## config.mk

```make
export PLATFORM = sky130hd
export DESIGN_NAME = pipe_skid_stage
export DESIGN_NICKNAME = d
export VERILOG_FILES = /design/src/rtl/pipe_pkg.sv /design/src/rtl/pipe_slot.sv /design/src/rtl/pipe_skid_stage.sv
export SDC_FILE = /design/constraint.sdc
export NUM_CORES = 1
export LEC_CHECK = 0
export ABC_AREA = 1
export CAP_MARGIN = 30
export CORE_MARGIN = 2
export CORE_UTILIZATION = 30
export CTS_BUF_LIST = sky130_fd_sc_hd__clkbuf_8 sky130_fd_sc_hd__clkbuf_16
export CTS_CLUSTER_SIZE = 20
export DETAILED_ROUTE_END_ITERATION = 6
export SLEW_MARGIN = 20
export SYNTH_ARGS = -nofsm -noshare
export SYNTH_HDL_FRONTEND = slang
export SYNTH_SLANG_ARGS = --single-unit
export TNS_END_PERCENT = 1
```

## constraint.sdc

```tcl
create_clock -name CLK -period 1.2 [get_ports CLK]
set_input_delay 0.24 -clock CLK [delete_from_list [all_inputs] [get_ports CLK]]
set_output_delay 0.24 -clock CLK [all_outputs]
set_load 0.03 [all_outputs]
```

## src/rtl/pipe_pkg.sv

```systemverilog
// rtl/pipe_pkg.sv - shared widths and beat type for the skid stage
package pipe_pkg;

  localparam int PIPE_PAYLOAD_W = 32;
  localparam int PIPE_RADDR_W   = 5;

  typedef struct packed {
    logic                    valid;
    logic [PIPE_RADDR_W-1:0] rd;
    logic [PIPE_PAYLOAD_W-1:0] data;
  } pipe_beat_t;

endpackage

```

## src/rtl/pipe_slot.sv

```systemverilog
// rtl/pipe_slot.sv - one beat register with load, clear and optional zero-on-clear
module pipe_slot #(
  parameter int W             = 37,
  parameter bit ZERO_ON_CLEAR = 1'b0
) (
  input  logic         clk,
  input  logic         rst_n,
  input  logic         load_i,
  input  logic         clear_i,
  input  logic [W-1:0] d_i,
  output logic         valid_o,
  output logic [W-1:0] q_o
);

  logic         valid_q, valid_d;
  logic [W-1:0] data_q, data_d;

  // clear beats load so a flush always wins
  always_comb begin
    valid_d = valid_q;
    data_d  = data_q;
    if (clear_i) begin
      valid_d = 1'b0;
      if (ZERO_ON_CLEAR) data_d = '0;
    end else if (load_i) begin
      valid_d = 1'b1;
      data_d  = d_i;
    end
  end

  always_ff @(posedge clk or negedge rst_n) begin
    if (!rst_n) begin
      valid_q <= 1'b0;
      data_q  <= '0;
    end else begin
      valid_q <= valid_d;
      data_q  <= data_d;
    end
  end

  assign valid_o = valid_q;
  assign q_o     = data_q;

endmodule

```

## src/rtl/pipe_skid_stage.sv

```systemverilog
// rtl/pipe_skid_stage.sv - two-slot skid pipeline stage; PIPE_FLUSH_ZERO_EN zeroes slots on flush
module pipe_skid_stage
  import pipe_pkg::*;
#(
  parameter int PAYLOAD_W = PIPE_PAYLOAD_W,
  parameter int RADDR_W   = PIPE_RADDR_W
) (
  input  logic                 CLK,
  input  logic                 RST,
  input  logic                 FLUSH,
  input  logic                 IN_VALID,
  output logic                 IN_READY,
  input  logic [PAYLOAD_W-1:0] IN_DATA,
  input  logic [RADDR_W-1:0]   IN_RD,
  output logic                 OUT_VALID,
  input  logic                 OUT_READY,
  output logic [PAYLOAD_W-1:0] OUT_DATA,
  output logic [RADDR_W-1:0]   OUT_RD,
  output logic [1:0]           OCC
);

  localparam int BW = RADDR_W + PAYLOAD_W;
`ifdef PIPE_FLUSH_ZERO_EN
  localparam bit ZERO_EN = 1'b1;
`else
  localparam bit ZERO_EN = 1'b0;
`endif

  logic          m_valid, s_valid;
  logic [BW-1:0] m_q, s_q, m_d, in_beat;
  logic          m_load, m_clear, s_load, s_clear;
  logic          in_fire, out_fire;

  assign in_beat  = {IN_RD, IN_DATA};
  // s_valid is a flop, so IN_READY never sees OUT_READY combinationally
  assign IN_READY = !s_valid;
  assign in_fire  = IN_VALID && IN_READY;
  assign out_fire = m_valid && OUT_READY;

  always_comb begin
    m_load  = 1'b0;
    m_clear = 1'b0;
    s_load  = 1'b0;
    s_clear = 1'b0;
    m_d     = in_beat;
    if (FLUSH) begin
      m_clear = 1'b1;
      s_clear = 1'b1;
    end else if (s_valid) begin
      if (out_fire) begin
        m_load  = 1'b1;
        m_d     = s_q;
        s_clear = 1'b1;
      end
    end else if (m_valid) begin
      if (in_fire && out_fire) m_load  = 1'b1;
      else if (in_fire)        s_load  = 1'b1;
      else if (out_fire)       m_clear = 1'b1;
    end else if (in_fire) begin
      m_load = 1'b1;
    end
  end

  pipe_slot #(.W(BW), .ZERO_ON_CLEAR(ZERO_EN)) u_main (
    .clk     (CLK),
    .rst_n   (RST),
    .load_i  (m_load),
    .clear_i (m_clear),
    .d_i     (m_d),
    .valid_o (m_valid),
    .q_o     (m_q)
  );

  pipe_slot #(.W(BW), .ZERO_ON_CLEAR(ZERO_EN)) u_skid (
    .clk     (CLK),
    .rst_n   (RST),
    .load_i  (s_load),
    .clear_i (s_clear),
    .d_i     (in_beat),
    .valid_o (s_valid),
    .q_o     (s_q)
  );

  assign OUT_VALID = m_valid;
  assign OUT_RD    = m_q[BW-1 -: RADDR_W];
  assign OUT_DATA  = m_q[PAYLOAD_W-1:0];
  assign OCC       = {1'b0, m_valid} + {1'b0, s_valid};

endmodule

```

### Word-level counts from Yosys, hierarchy flattened

Cells that the tools add are included.

| word-level totals | value |
|---|---|
| bits of input ports | 42 |
| register bits | 76 |

| cells by class | value |
|---|---|
| bitwise gates (word level) | 2 |
| muxes and demuxes | 24 |
| $add $sub $neg | 1 |
| reductions and logical operators | 8 |

Operators by type and width:

| cell | number |
|---|---|
| 37-bit two-way mux | 3 |
| 1-bit two-way mux | 21 |
| 2-bit AND reduction | 2 |
| 2-bit nonzero test | 2 |
| 1-bit logical AND | 3 |
| 1-bit by 1-bit adder with 2-bit output | 1 |
| 1-bit NOT | 2 |
| 1-bit logical NOT | 1 |

### Longest topological paths before layout

| logic depth | value |
|---|---|
| depth after elaboration | 9 |
| gate-level depth with buffers | 9 |
| depth with buffers taken out | 7 |

### Modules after synthesis

From an unflattened synthesis, not the netlist that was laid out.

| unflattened totals | value |
|---|---|
| cell total of the unflattened synthesis | 467 |
| area, all modules | 3763.6 µm² |

By module, submodules not included:

| module | times used | area each (µm²) | cells an instance |
|---|---|---|---|
| pipe_slot | 2 | 1546.5 | 165 |
| pipe_skid_stage | 1 | 670.6 | 137 |

### Worst setup path before layout

Ideal clock, no wire load.

| timing path | value |
|---|---|
| path type | reg-to-reg |
| start point | register u_main.valid_q (netlist: u_main.valid_o) |
| end point | register u_main.data_q[10] (netlist: u_main.q_o[10]) |
| required time | 1083 ps |
| clock period less this slack | 1387 ps |
| path slack | -187 ps |
| stages on the path, launching flop included | 10 |
| setup time | 117 ps |
| arrival time | 1270 ps |
| cell sequence | dfrtp_1 -> nand2_1 -> inv_1 -> nand2_1 -> buf_4 -> buf_2 -> nand2_1 -> nand2_1 -> nand2_1 -> nand2_1 |

| on the way | value |
|---|---|
| cells in the longest elaborated chain, start to end | 9 |
| elaborated cells between the ends (all ways) | 17 |
| those cells by class | mux: 13; bitwise: 1; reduce/logical: 3 |

Ends and longest elaborated chain:

| what | line | RTL |
|---|---|---|
| from (decl) | pipe_slot.sv:15 | `logic valid_q, valid_d;` |
| from (signal assigned) | pipe_slot.sv:36 | `valid_q <= valid_d;` |
| 1-bit logical AND | pipe_skid_stage.sv:38 | `assign out_fire = m_valid && OUT_READY;` |
| 1-bit two-way mux | pipe_skid_stage.sv:50, pipe_skid_stage.sv:58 |  |
| 1-bit two-way mux | pipe_skid_stage.sv:57 | `else if (in_fire) s_load = 1'b1;` |
| 1-bit two-way mux | pipe_skid_stage.sv:56 | `if (in_fire && out_fire) m_load = 1'b1;` |
| 1-bit two-way mux | pipe_skid_stage.sv:55 | `end else if (m_valid) begin` |
| 1-bit two-way mux | pipe_skid_stage.sv:49 | `end else if (s_valid) begin` |
| 1-bit two-way mux | pipe_skid_stage.sv:46 | `if (FLUSH) begin` |
| 1-bit NOT (no line) | -- |  |
| 2-bit AND reduction (no line) | -- |  |
| to (signal assigned) | pipe_slot.sv:37 | `data_q <= data_d;` |
| to (decl) | pipe_slot.sv:16 | `logic [W-1:0] data_q, data_d;` |

Parallel ways exist; a longest one is shown, timed or not.
A chain may end at the register's enable or synchronous reset.

### Final worst setup path

| timing path | value |
|---|---|
| start point | register u_main.valid_q (netlist: u_main.valid_o) |
| end point | output port OCC[0] |

| on the way | value |
|---|---|
| cells in the longest elaborated chain, start to end | 1 |

Ends and longest elaborated chain:

| what | line | RTL |
|---|---|---|
| 1-bit by 1-bit adder with 2-bit output | pipe_skid_stage.sv:87 | `assign OCC = {1'b0, m_valid} + {1'b0, s_valid};` |
| to (decl) | pipe_skid_stage.sv:19 | `output logic [1:0] OCC` |

Every way passes these cells.

==> flow_metrics.env <==
export IMPL_htree_num_levels=3
export IMPL_power_w=0.00872
export IMPL_gp_congestion=0.787
export IMPL_cp_common_cell="buf_6"
export IMPL_r2r_start="u_skid.valid_o"
export IMPL_end_kind="primary output"
export IMPL_crit_start="u_main.valid_o"
export IMPL_crit_type="reg -> out"
export IMPL_rsz0062_at_grt="yes"
export IMPL_cts_max_path_buffers=2
export IMPL_crit_path_end="OCC[0]"
export IMPL_crit_family="flip-flops"
export IMPL_power_density_nw_per_um2=1700
export IMPL_critPathMaxStageDelay_ps=410
export IMPL_dp_hpwl_mm=6.66
export IMPL_crit_cells=3
export IMPL_ir_drop_mv=0.990
export IMPL_arrival_ps=1240
export IMPL_rows=39
export IMPL_ys_ff_latch=76
export IMPL_syn_to_final_growth_pct=43.9
export IMPL_setup_viol_count_final=80
export IMPL_grt_remaining_overflow=0
export IMPL_dpl_instance_area_um2=4600
export IMPL_design_core_area_um2=11500
export IMPL_nets=600
export IMPL_hold_class="in -> async"
export IMPL_syn_avg_cell_area_um2=7.70
export IMPL_setup_ws_ps=-277
export IMPL_avgRoutedWirePerCell_um=14.6
export IMPL_violations="design-rule violations, negative setup slack"
export IMPL_clock_sinks=76
export IMPL_synth_seq_area_share_pct=53.3
export IMPL_drc=5
export IMPL_skew_ps=7.03
export IMPL_yosys_warnings=0
export IMPL_antenna_found_initial=0
export IMPL_netlist_area_um2=3570
export IMPL_period_needed_ps=1480
export IMPL_drt_initial_drc_count=210
export IMPL_wirelength_mm=10.3
export IMPL_worstSkewPairLatency_ps=330
export IMPL_grt_pass1_vias=3219
export IMPL_synth_cells=463
export IMPL_cts_root_buf="clkbuf_16"
export IMPL_grt_max_degree=77
export IMPL_r2r_slack_ps=-230
export IMPL_die_w_um=113
export IMPL_io_pins=83
export IMPL_grt_pass1_wl_mm=16.5
export IMPL_synth_cell_types=12
export IMPL_layout_worst_path_cycle_share_pct=123
export IMPL_path_buf_inv=2
export IMPL_cts_clk_slew_worst_paths_ps=60
export IMPL_ff2ff_path_depth=8
export IMPL_timing_fmax_mhz=677
export IMPL_numCtsBuffers=9
export IMPL_finalHoldViolCount=0
export IMPL_dr_total_vias=3381
export IMPL_maxCapViolCount=0
export IMPL_path_cells="buf_6, ha_4, buf_6"
export IMPL_grt_use_total_pct=16.2
export IMPL_die_area_um2=12800
export IMPL_ant_nets=0
export IMPL_die_h_um=113
export IMPL_drv_slew=0
export IMPL_start_kind="register"
export IMPL_critPathRequiredTime_ps=960
export IMPL_diodes=0
export IMPL_viasPerCell=4.80
export IMPL_hold_worst_slack_ps=461
export IMPL_status="finished with violations"
export IMPL_tightest_slew_ps=405
export IMPL_crit_fanout=3
export IMPL_p_leak_nw=2.74
export IMPL_syn_nets=506
export IMPL_relSlewSlack_pct=73.0
export IMPL_dr_pass1_iters=6
export IMPL_port_buffers=82
export IMPL_crit_slowest_cell="dfrtp_2"
export IMPL_finalInstanceArea_um2=5130
export IMPL_cts_tree="yes"
export IMPL_initial_core_util_pct=31.0
export IMPL_r2r_end="u_main.q_o[16]"
export IMPL_final_layout_size_suffix_gt1_share_pct=18.9
layout by cell type, fill, tap and decap left out:
master           netlist  layout
inv_2                  1       1
clkdlybuf4s50_1        0      40
nand2_4                0       2
dlygate4sd3_1          0       1
nand3_1              112     111
clkinvlp_4             0       1
clkbuf_16              0      11
clkinv_2               0       1
ha_4                   0       1
nand3_4                0       1
nand2_8                0       1
nand2_1              229     225
inv_1                  4       4
clkbuf_8               0       1
dfrtp_1               76      75
or2_4                  0       1
buf_6                  0      11
buf_12                 0       5
clkinv_4               0       1
dfrtp_2                0       1
bufinv_16              0       3
buf_8                  0       2
nor2_4                 0       3
buf_4                  8      58
nand2_2                0       1
cell type report:
| cell class | count | area (um2) |
|---|---|---|
| Fill cell | 1146 | 6380 |
| Sequential cell | 76 | 1900 |
| Clock buffer | 10 | 239 |
| Inverter | 5 | 18.8 |
| Tap cell | 143 | 179 |
| Timing Repair Buffer | 119 | 1150 |
| Multi-Input combinational cell | 346 | 1530 |
| Clock inverter | 6 | 111 |
report_power, final:
group          leakage (nW)  internal [W]  switching, W  total (W)
sequential            0.955       0.00315      0.000346    0.00349
combinational          1.61      0.000845       0.00121    0.00205
clock                 0.169       0.00209       0.00109    0.00317
total                  2.74       0.00608       0.00264    0.00872
worst min-delay path by stage:
| stage | slack [ps] | to | start | depth (start not counted) |
|---|---|---|---|---|
| floorplan | -60 | u_main.q_o[0] | RST | 0 |
| global placement | 290 | u_main.q_o[29] | RST | 2 |
| detailed placement | 290 | u_main.q_o[29] | RST | 2 |
| CTS | 470 | u_skid.q_o[29] | u_skid.q_o[29] | 2 |
| global route | 490 | u_skid.q_o[20] | u_skid.q_o[20] | 2 |
| finish | 460 | u_main.q_o[26] | RST | 3 |
cell usage after synthesis (all sizes together):
library cell	n	area [um2]
nand3	112	561
inv	5	18.8
dfrtp	76	1900
nand2	229	860
nor2	3	13.8
clkbuf	5	18.8
ha	1	12.5
or2	1	6.26
buf	31	175
routing by layer:
metal  wire length, um  vias to the layer above  global-route usage (%)
li1                  -                     1667                       -
met1              4930                     1594                    23.5
met2              4670                      111                    24.3
met3               556                        9                    4.34
met4               111                        0                    3.58
met5                 0                        -                       0
worst reg2reg max path: stages (launching register included):
cell       delay, ps
dfrtp_1          390
buf_4            140
buf_4            130
nor2_4           150
nand3_4          120
nand2_4          130
clkbuf_16        190
nand2_1           60
nand2_1           50
state kept, by name, summed over array words and instances (netlist names):
name	cells
u_skid.valid_o	1
u_main.valid_o	1
u_skid.q_o	37
u_main.q_o	37
kinds of logic (layout without fill, tap and decap cells):
group         Yosys count  count (layout)  share of synthesized area [%]
fa+ha+maj               1               1                          0.351
buf+inv                41             140                           5.96
flops                  76              76                           53.3
simple gates          345             345                           40.4
metrics by stage:
step | utilization, % | std cells | TNS (ps) | worst slack (ps)
floorplan | - | 463 | -2450 | -53.5
global placement | 40.0 | 683 | -27610 | -392
detailed placement | 40.0 | 683 | -28640 | -407
CTS | 43.7 | 702 | -13290 | -288
global route | 44.6 | 705 | -22360 | -322
finish | 44.6 | 705 | -15670 | -277
what timing repair did:
item                                    CTS  global route
endpoints found under the hold margin    76             0
endpoints found under the setup margin   79            80
hold buffers                              1             0
cloned                                    0             2
resized for setup                        12             9
buffers inserted                          2             1
pin swaps                                 2             1
(Power assumes the default switching activity.)
